<file path="src/rtl/nn_pkg.sv">
// Shared types and constants for the u-law neuron MAC: FSM states, fixed-point
// widths and the output saturation helper.
package nn_pkg;

   typedef enum logic [1:0] {
      IDLE = 2'd0,
      ACC  = 2'd1,
      FIN  = 2'd2,
      OUT  = 2'd3
   } state_e;

   localparam int FIX14_W   = 14;
   localparam int ACC_W_DEF = 32;
   localparam int OUT_W_DEF = 16;

   // Bounds of the signed OUT_W result, expressed at ACC_W+1 bits.
   localparam logic signed [ACC_W_DEF:0] SAT_MAX =
      $signed({{(ACC_W_DEF - OUT_W_DEF + 2){1'b0}}, {(OUT_W_DEF - 1){1'b1}}});
   localparam logic signed [ACC_W_DEF:0] SAT_MIN =
      $signed({{(ACC_W_DEF - OUT_W_DEF + 2){1'b1}}, {(OUT_W_DEF - 1){1'b0}}});

   function automatic logic signed [OUT_W_DEF-1:0] sat_to_out(input logic signed [ACC_W_DEF:0] s);
      if (s > SAT_MAX) begin
         sat_to_out = SAT_MAX[OUT_W_DEF-1:0];
      end else if (s < SAT_MIN) begin
         sat_to_out = SAT_MIN[OUT_W_DEF-1:0];
      end else begin
         sat_to_out = s[OUT_W_DEF-1:0];
      end
   endfunction

endpackage

</file>
<file path="src/rtl/ulaw_to_fix14.sv">
// Combinational u-law byte to 14-bit signed linear decoder (magnitude up to 8031).
module ulaw_to_fix14
   import nn_pkg::*;
(
   input  logic [7:0]                ulaw_i,
   output logic signed [FIX14_W-1:0] fix_o
);

   logic [7:0]         inv;
   logic [2:0]         seg;
   logic [3:0]         mant;
   logic [FIX14_W-1:0] mag;

   always_comb begin
      inv  = ~ulaw_i;
      seg  = inv[6:4];
      mant = inv[3:0];
      // Biased mantissa shifted by segment, then the bias of 33 removed.
      mag  = (({9'd0, mant, 1'b0} + 14'd33) << seg) - 14'd33;
      fix_o = inv[7] ? -$signed(mag) : $signed(mag);
   end

endmodule

</file>
<file path="src/rtl/ulaw_neuron_mac.sv">
// Streaming neuron MAC: u-law weights times unsigned activations, accumulated,
// then bias, arithmetic shift, optional ReLU and saturation to OUT_W bits.
module ulaw_neuron_mac
   import nn_pkg::*;
#(
   parameter int N_INPUTS = 784,
   parameter int ACT_W    = 8,
   parameter int ACC_W    = ACC_W_DEF,
   parameter int OUT_W    = OUT_W_DEF,
   parameter int SHIFT    = 13
) (
   input  logic                    clk,
   input  logic                    rst_n,
   input  logic                    start,
   input  logic signed [ACC_W-1:0] bias,
   input  logic                    relu_en,
   input  logic                    in_valid,
   output logic                    in_ready,
   input  logic [7:0]              w_ulaw,
   input  logic [ACT_W-1:0]        act,
   input  logic                    in_last,
   output logic                    out_valid,
   input  logic                    out_ready,
   output logic signed [OUT_W-1:0] out_data,
   output logic                    busy,
   output logic                    err_len
);

   localparam int CNT_W  = $clog2(N_INPUTS + 1);
   localparam int PROD_W = FIX14_W + ACT_W + 1;

   state_e state_q, state_d;

   logic signed [ACC_W-1:0]   acc_q;
   logic signed [ACC_W-1:0]   bias_q;
   logic                      relu_q;
   logic [CNT_W-1:0]          cnt_q;
   logic                      term_q;
   logic                      err_q;
   logic                      p1_vld_q;
   logic                      p1_last_q;
   logic signed [FIX14_W-1:0] p1_w_q;
   logic [ACT_W-1:0]          p1_act_q;
   logic                      p2_last_q;
   logic signed [OUT_W-1:0]   out_data_q;
   logic                      out_valid_q;

   logic signed [FIX14_W-1:0] w_dec;
   logic signed [PROD_W-1:0]  prod;
   logic signed [ACC_W:0]     sum;
   logic signed [ACC_W:0]     shifted;
   logic signed [ACC_W:0]     clipped;
   logic                      beat;
   logic                      cnt_end;
   logic                      term;

   ulaw_to_fix14 u_dec (
      .ulaw_i (w_ulaw),
      .fix_o  (w_dec)
   );

   // Handshake: a beat transfers on a rising edge where in_valid & in_ready are
   // both high; the result transfers where out_valid & out_ready are both high.
   always_comb begin
      state_d  = state_q;
      in_ready = (state_q == ACC) && !term_q;
      busy     = (state_q != IDLE);
      unique case (state_q)
         IDLE:    if (start) state_d = ACC;
         ACC:     if (p2_last_q) state_d = FIN;
         FIN:     state_d = OUT;
         OUT:     if (out_ready) state_d = IDLE;
         default: state_d = IDLE;
      endcase
   end

   always_ff @(posedge clk or negedge rst_n) begin
      if (!rst_n) state_q <= IDLE;
      else        state_q <= state_d;
   end

   always_comb begin
      beat    = in_valid && in_ready;
      cnt_end = (cnt_q == CNT_W'(N_INPUTS - 1));
      term    = in_last || cnt_end;
      prod    = p1_w_q * $signed({1'b0, p1_act_q});
      sum     = {acc_q[ACC_W-1], acc_q} + {bias_q[ACC_W-1], bias_q};
      shifted = sum >>> SHIFT;
      clipped = (relu_q && (shifted < 0)) ? '0 : shifted;
   end

   always_ff @(posedge clk or negedge rst_n) begin
      if (!rst_n) begin
         acc_q       <= '0;
         bias_q      <= '0;
         relu_q      <= 1'b0;
         cnt_q       <= '0;
         term_q      <= 1'b0;
         err_q       <= 1'b0;
         p1_vld_q    <= 1'b0;
         p1_last_q   <= 1'b0;
         p1_w_q      <= '0;
         p1_act_q    <= '0;
         p2_last_q   <= 1'b0;
         out_data_q  <= '0;
         out_valid_q <= 1'b0;
      end else begin
         unique case (state_q)
            IDLE: if (start) begin
               acc_q     <= '0;
               cnt_q     <= '0;
               term_q    <= 1'b0;
               err_q     <= 1'b0;
               bias_q    <= bias;
               relu_q    <= relu_en;
               p1_vld_q  <= 1'b0;
               p2_last_q <= 1'b0;
            end
            ACC: begin
               p1_vld_q <= beat;
               if (beat) begin
                  p1_w_q    <= w_dec;
                  p1_act_q  <= act;
                  p1_last_q <= term;
                  cnt_q     <= cnt_q + 1'b1;
                  if (term) term_q <= 1'b1;
                  // The beat ends the neuron, but the two end markers disagree.
                  if (in_last != cnt_end) err_q <= 1'b1;
               end
               if (p1_vld_q) begin
                  acc_q     <= acc_q + {{(ACC_W - PROD_W){prod[PROD_W-1]}}, prod};
                  p2_last_q <= p1_last_q;
               end
            end
            FIN: begin
               out_data_q  <= sat_to_out(clipped);
               out_valid_q <= 1'b1;
            end
            OUT: if (out_ready) out_valid_q <= 1'b0;
            default: ;
         endcase
      end
   end

   assign out_valid = out_valid_q;
   assign out_data  = out_data_q;
   assign err_len   = err_q;

endmodule

</file>
<file path="config.mk">
export PLATFORM = sky130hd
export DESIGN_NAME = ulaw_neuron_mac
export DESIGN_NICKNAME = d
export VERILOG_FILES = /design/src/rtl/nn_pkg.sv /design/src/rtl/ulaw_to_fix14.sv /design/src/rtl/ulaw_neuron_mac.sv
export SDC_FILE = /design/constraint.sdc
export NUM_CORES = 1
export LEC_CHECK = 0
export CORE_AREA = 2 2 192 270
export DETAILED_ROUTE_END_ITERATION = 10
export DIE_AREA = 0 0 194 272
export SLEW_MARGIN = 20
export SYNTH_ARGS = -nofsm -noshare
export SYNTH_HDL_FRONTEND = slang
export SYNTH_SLANG_ARGS = --single-unit
</file>
<file path="constraint.sdc">
create_clock -name clk -period 6.3 [get_ports clk]
set_clock_uncertainty 0.05 [all_clocks]
set_input_delay 1.26 -clock clk [delete_from_list [all_inputs] [get_ports clk]]
set_output_delay 1.26 -clock clk [all_outputs]
set_load 0.01 [all_outputs]
</file>
**After elaboration in Yosys (flattened, before gate mapping)**

Index checks and enable logic that the tools add are counted.

- Flip-flop bits (word level): 121
- Bits of input ports: 55
- Logic and storage cells: 82

- Reductions and logical operators: 18
- Equality and inequality tests: 12
- Magnitude comparators: 3
- Shift-type cells: 1
- Add/subtract/negate cells: 6
- Multiplexer cells: 26
- Multiply operators: 1
- Bitwise logic cells: 1

Operator list:

| kind | number |
|---|---|
| $mux 32 | 2 |
| $pmux 32 s2 | 1 |
| $add 32x32->33 | 1 |
| $gt 33x16->1 const B | 1 |
| $lt 33x16->1 const B | 1 |
| $mux 33 | 1 |
| $add 32x32->32 | 1 |
| $mux 16 | 2 |
| $mul 14x9->23 | 1 |
| $lt 20x1->1 const B | 1 |
| $mux 10 | 2 |
| $pmux 10 s2 | 1 |
| $mux 14 | 1 |
| $neg 14->14 | 1 |
| $shl 14x3->14 | 1 |
| $sub 14x6->14 const B | 1 |
| $ne 2x2->1 const B | 6 |
| $add 10x1->10 const B | 1 |
| $eq 10x10->1 const B | 1 |
| $pmux 1 s2 | 5 |
| $reduce_and 3->1 | 3 |
| $not 8->8 | 1 |
| $pmux 2 s4 | 1 |
| $reduce_and 2->1 | 4 |
| other kinds (13) | 27 |

**Logic depth before layout (Yosys ltp)**

- Word-level depth: 7
- Gate-level depth with buffers: 30
- Depth with buffers taken out: 29

**Hierarchy**

From an unflattened synthesis, not the netlist that was laid out.

- Cells, all modules: 1351
- Area total of the unflattened synthesis: 12524.5 sq um

By module, submodules not included:

| module | area each (sq um) | cells an instance | times used |
|---|---|---|---|
| ulaw_neuron_mac | 11569.8 | 1231 | 1 |
| ulaw_to_fix14 | 954.7 | 120 | 1 |

**Least setup slack after synthesis**

No wires, ideal clock.

- Path kind: flip-flop to flip-flop
- From: register p1_act_q[5]
- To: register acc_q[31]
- Cell stages (with the launch flop): 26
- Required time: 6.118 ns
- Arrival time: 6.585 ns
- Path buffers: 1
- Clock period less this slack: 6.767 ns
- Setup slack: -0.467 ns
- Path through: dfrtp_1 clkbuf_1 nand2_1 fa_1 inv_1 fa_1 fa_1 inv_1 fa_1 inv_1 ha_1 a21o_1 a2111oi_0 o31a_1 a31oi_1 mux2i_1 nor2_1 ha_1 a21o_1 a21oi_1 nor3b_1 o311ai_1 and2_1 a211oi_2 mux2i_1 o211ai_1

- Cells in the longest elaborated chain, start to end: 4

RTL lines:

| element | RTL line | RTL |
|---|---|---|
| start: declaration | ulaw_neuron_mac.sv:43 | `logic [ACT_W-1:0] p1_act_q;` |
| start signal: assignment | ulaw_neuron_mac.sv:123 | `p1_act_q <= act;` |
| $mul 14x9->23 | ulaw_neuron_mac.sv:86 | `prod = p1_w_q * $signed({1'b0, p1_act_q});` |
| $add 32x32->32 | ulaw_neuron_mac.sv:131 | `acc_q <= acc_q + {{(ACC_W - PROD_W){prod[PROD_W-1]}}, prod};` |
| $mux 32 | ulaw_neuron_mac.sv:130 | `if (p1_vld_q) begin` |
| $pmux 32 s2 | ulaw_neuron_mac.sv:108 | `unique case (state_q)` |
| end signal: assignment | ulaw_neuron_mac.sv:131 |  |
| end: declaration | ulaw_neuron_mac.sv:34 | `logic signed [ACC_W-1:0] acc_q;` |

No other way between the ends. The select of a mux whose other input is x is not followed.
A chain may end at the register's enable or synchronous reset.

**Worst setup path after layout**

- From: register p1_act_q[2]
- To: register acc_q[31]

The elaborated chain is that of the path after synthesis.

==> Implementation_results.wiki <==
{| class="wikitable"
! Metric !! Value
|-
| Area of the placeable core || 50500 sq um
|-
| Worst Path Max Fanout || 6
|-
| Worst reg2reg path startpoint || p1_act_q[2]$_DFFE_PN0P_
|-
| Netlist Area Pre-Place || 12500 sq um
|-
| Area growth from synthesis to layout || 29.2%
|-
| Insertion delay to the later sink of the worst-skew pair || 0.43 ns
|-
| Number of buffers added by the clock tree synthesis step || 17
|-
| DRC violation count after routing || 0
|-
| Worst-case clock buffer depth || 2
|-
| Part of the Yosys area used for sequential elements || 0.242
|-
| RSZ-0062 raised after global routing || yes
|-
| Number of storage elements in the synthesis netlist || 121
|-
| Register Area || 3040 sq um
|-
| Sum of overflow across all layers after global routing || 0
|-
| Slew of the pin with the lowest slew margin || 0.846 ns
|-
| Die Span Y || 272 microns
|-
| Final critical-path setup slack || -0.0838 ns
|-
| Final HPWL from detailed placement || 24500 microns
|-
| Maximum number of pins on one net before global-route repair || 63
|-
| Hold Path Sink || p1_last_q$_DFFE_PN0P_
|-
| Crit path DAT || 6.64 ns
|-
| Depth of the worst register-to-register path || 27
|-
| Die Outline Area || 52800 sq um
|-
| Total routing usage reported by global routing || 0.116
|-
| Number of clock sinks || 121
|-
| TritonCTS clock tree || yes
|-
| CTS clock-pin slew for the worst setup and hold paths || 0.06 ns
|-
| Via Count || 10087
|-
| Final weighted congestion of routability-driven global placement || 0.903
|-
| Post-route antenna net violation count || 0
|-
| Number of nets in the final layout || 1828
|-
| Required time at the endpoint of the critical path || 6.56 ns
|-
| Status || complete, but fails checks
|-
| EDFF count, synth || 0
|-
| R2R Setup Slk || -0.08 ns
|-
| First-pass GRT wire length || 50800 microns
|-
| Critical Path Source Type || flop
|-
| Violation count after the first detailed-routing iteration || 386
|-
| Number of antenna violations at the first check in global routing || 0
|-
| Number of max-cap violations || 0
|-
| Final setup viols || 4
|-
| Footprint of the multi-input gates || 9130 sq um
|-
| Antenna diode instance count || 0
|-
| Routed len/inst || 13.8 microns
|-
| Critical setup path kind || reg -> reg
|-
| First drt pass iteration count || 5
|-
| Number of endpoints with negative hold slack in the final report || 0
|-
| Via count of the first global-routing pass || 10554
|-
| Minimum clock period || 6.38 ns
|-
| Post-cts hold buffer count || 0
|-
| Yosys warning total || 0
|-
| Violations in the final reports || negative setup slack
|-
| Horizontal die dimension || 194 microns
|-
| Beginning of the worst hold path || p1_last_q$_DFFE_PN0P_
|-
| Effective utilization at floorplan || 0.247
|-
| Async set or reset register ratio after synthesis || 1.00
|-
| Mapped Avg Cell Area || 9.08 sq um
|-
| Post-Synthesis Cells || 1375
|-
| Final hold slack || 0.439 ns
|-
| Headroom to the max-slew limit || 0.434
|-
| Portion of the clock cycle consumed by the worst path in the final layout || 1.01
|-
| Net Count, Synth || 1640
|-
| Avg Vias per Cell || 4.53
|-
| Most used flip-flop cell after synthesis || dfrtp_1
|-
| Class of the tightest hold or removal check || reg -> reg
|-
| Clock Root Buffer || clkbuf_16
|-
| Count of unique library cells instantiated by Yosys || 89
|-
| Share of post-route cells with drive strength above 1 || 0.227
|-
| # fillers || 5213
|-
| Hold Crit Depth || 2
|-
| Row Count || 98
|-
| PortBufs || 74
|-
| Number of ports placed on the die boundary || 75
|-
| Highest achievable clock rate || 157 MHz
|-
| R2r endpoint || acc_q[31]$_DFFE_PN0P_
|-
| Count of pins over their slew limit || 0
|-
| Wirelength, routed || 30800 microns
|-
| Nature of the critical path endpoint || flop
|-
| # H-tree levels || 4
|}
stage by stage:
stage | instance area, sq um | utilization | setup TNS, ns | setup slack, ns | std cells
2_1_floorplan | 12600 | - | 0 | 0.0312 | 1375
3_3_place_gp | 14700 | 0.291 | -0.906 | -0.238 | 2161
3_5_place_dp | 14700 | 0.291 | -2.32 | -0.385 | 2161
4_1_cts | 15700 | 0.311 | -0.00728 | -0.00728 | 2210
5_1_grt | 16100 | 0.319 | -1.93 | -0.298 | 2226
6_report | 16100 | 0.319 | -0.226 | -0.0838 | 2226
cell type report:
class / count / share of cell area
inverter: 180 / 0.0419
timing repair buffer: 213 / 0.114
multi-input combinational: 1030 / 0.566
clock inverter: 14 / 0.0130
clock buffer: 18 / 0.0266
tap: 650 / 0.0504
sequential: 121 / 0.189
registers in the layout, summed over array words and instances (netlist names), 2 cells and up:
name	cells
acc_q	32
bias_q	32
cnt_q	10
out_data	16
p1_act_q	8
p1_w_q	14
state_q	2
critical path: stages (launching register included):
cell,delay [ns]
dfrtp_2,0.46
buf_6,0.12
buf_6,0.08
nand2_2,0.04
fa_1,0.48
inv_1,0.05
fa_1,0.48
fa_1,0.53
inv_1,0.05
fa_1,0.49
inv_2,0.05
ha_4,0.28
nand3_4,0.09
nor4_4,0.34
o211ai_1,0.13
buf_4,0.18
a31oi_4,0.21
mux2i_2,0.31
nor2_4,0.10
ha_4,0.25
a21o_1,0.18
a21oi_2,0.14
nor3b_4,0.23
o311ai_4,0.14
and2_4,0.19
a211oi_4,0.26
mux2i_1,0.21
o211ai_1,0.10
timing repair:
item,in CTS,in global routing
gates resized for setup,44,86
gates cloned,1,0
buffers inserted,17,16
setup endpoints to repair,13,15
pin swaps,34,70
synth_stat cells, types with 3 or more instances:
| master | count | area share |
|---|---|---|
| or3_1 | 8 | 0.0040 |
| mux2_2 | 43 | 0.039 |
| o31a_1 | 3 | 0.0021 |
| clkbuf_1 | 34 | 0.010 |
| nor4_1 | 5 | 0.0025 |
| nand3_1 | 28 | 0.011 |
| o21ai_0 | 70 | 0.028 |
| a211oi_1 | 7 | 0.0042 |
| nor3_1 | 15 | 0.0060 |
| o21bai_1 | 15 | 0.0090 |
| a211oi_2 | 3 | 0.0030 |
| a31oi_1 | 8 | 0.0040 |
| a21oi_1 | 76 | 0.030 |
| o21a_1 | 5 | 0.0030 |
| inv_1 | 177 | 0.053 |
| nand4_1 | 10 | 0.0050 |
| nand3b_1 | 4 | 0.0024 |
| o31ai_1 | 6 | 0.0036 |
| ha_1 | 119 | 0.12 |
| and2_1 | 59 | 0.030 |
| xnor2_1 | 45 | 0.032 |
| a21o_1 | 28 | 0.017 |
| a22o_1 | 4 | 0.0028 |
| buf_4 | 4 | 0.0024 |
| o21ai_2 | 12 | 0.0084 |
| o211ai_1 | 7 | 0.0042 |
| dfrtp_1 | 121 | 0.24 |
| mux2i_1 | 17 | 0.014 |
| or2_2 | 3 | 0.0015 |
| nand2_1 | 138 | 0.041 |
| nand2b_1 | 7 | 0.0035 |
| nor2b_1 | 12 | 0.0060 |
| buf_1 | 3 | 0.00090 |
| o311ai_0 | 3 | 0.0021 |
| nor2_1 | 60 | 0.018 |
| fa_1 | 91 | 0.15 |
| and3b_1 | 3 | 0.0021 |
| nor3b_1 | 9 | 0.0054 |
| xor2_1 | 38 | 0.027 |
| o21ai_1 | 5 | 0.0020 |
| and3_1 | 9 | 0.0045 |
worst max path at each step:
stage                     slack, ns               startpoint                    end  cells past startpoint
after floorplan                0.03   p1_w_q[13]$_DFFE_PN0P_  acc_q[31]$_DFFE_PN0P_                     25
after global placement        -0.24  p1_act_q[2]$_DFFE_PN0P_  acc_q[31]$_DFFE_PN0P_                     26
after detailed placement      -0.39  p1_act_q[2]$_DFFE_PN0P_  acc_q[31]$_DFFE_PN0P_                     26
after CTS                    -0.007  p1_act_q[2]$_DFFE_PN0P_  acc_q[31]$_DFFE_PN0P_                     25
after global routing          -0.30  p1_act_q[5]$_DFFE_PN0P_  acc_q[31]$_DFFE_PN0P_                     27
final                         -0.08  p1_act_q[2]$_DFFE_PN0P_  acc_q[31]$_DFFE_PN0P_                     27
cell families after synthesis:
| family | count (synthesis) | share of synthesized area |
|---|---|---|
| AOI/OAI and AO/OA | 292 | 0.157 |
| xor gates and xnor gates | 84 | 0.0595 |
| adders and majority gates | 210 | 0.265 |
| buffers and inverters | 224 | 0.0701 |
| DFF | 121 | 0.242 |
| muxes | 60 | 0.0524 |
| and+or+nand+nor | 384 | 0.153 |
placed cells by master, fill, tap and decap left out, types with 9 or more instances in the layout:
cell / instances
o21bai_1: 13
a21oi_1: 59
and2_1: 53
clkbuf_16: 17
o21ai_0: 61
inv_2: 15
xnor2_1: 45
ha_4: 12
nor3_1: 13
xor2_1: 37
inv_1: 164
clkdlybuf4s50_1: 73
dfrtp_2: 11
mux2_2: 43
ha_1: 106
nand3_1: 23
o21ai_1: 12
nor2_1: 57
o21ai_2: 13
buf_6: 13
nand2_1: 125
dfrtp_1: 110
and3_1: 9
nand4_1: 10
buf_4: 126
nor2b_1: 11
a21o_1: 28
a21oi_2: 14
fa_1: 89
mux2i_1: 16
nand2_2: 14
metal layers:
metal | wire length (microns) | GRT usage | vias to the layer above
met5 | 0 | 0 | -
met4 | 966 | 0.0449 | 0
met3 | 839 | 0.0173 | 60
met2 | 15700 | 0.214 | 159
met1 | 13300 | 0.136 | 4842
li1 | - | - | 5026
Power is not shown: default switching activity piles up to over one toggle a cycle in this logic, so the estimate is an artifact.
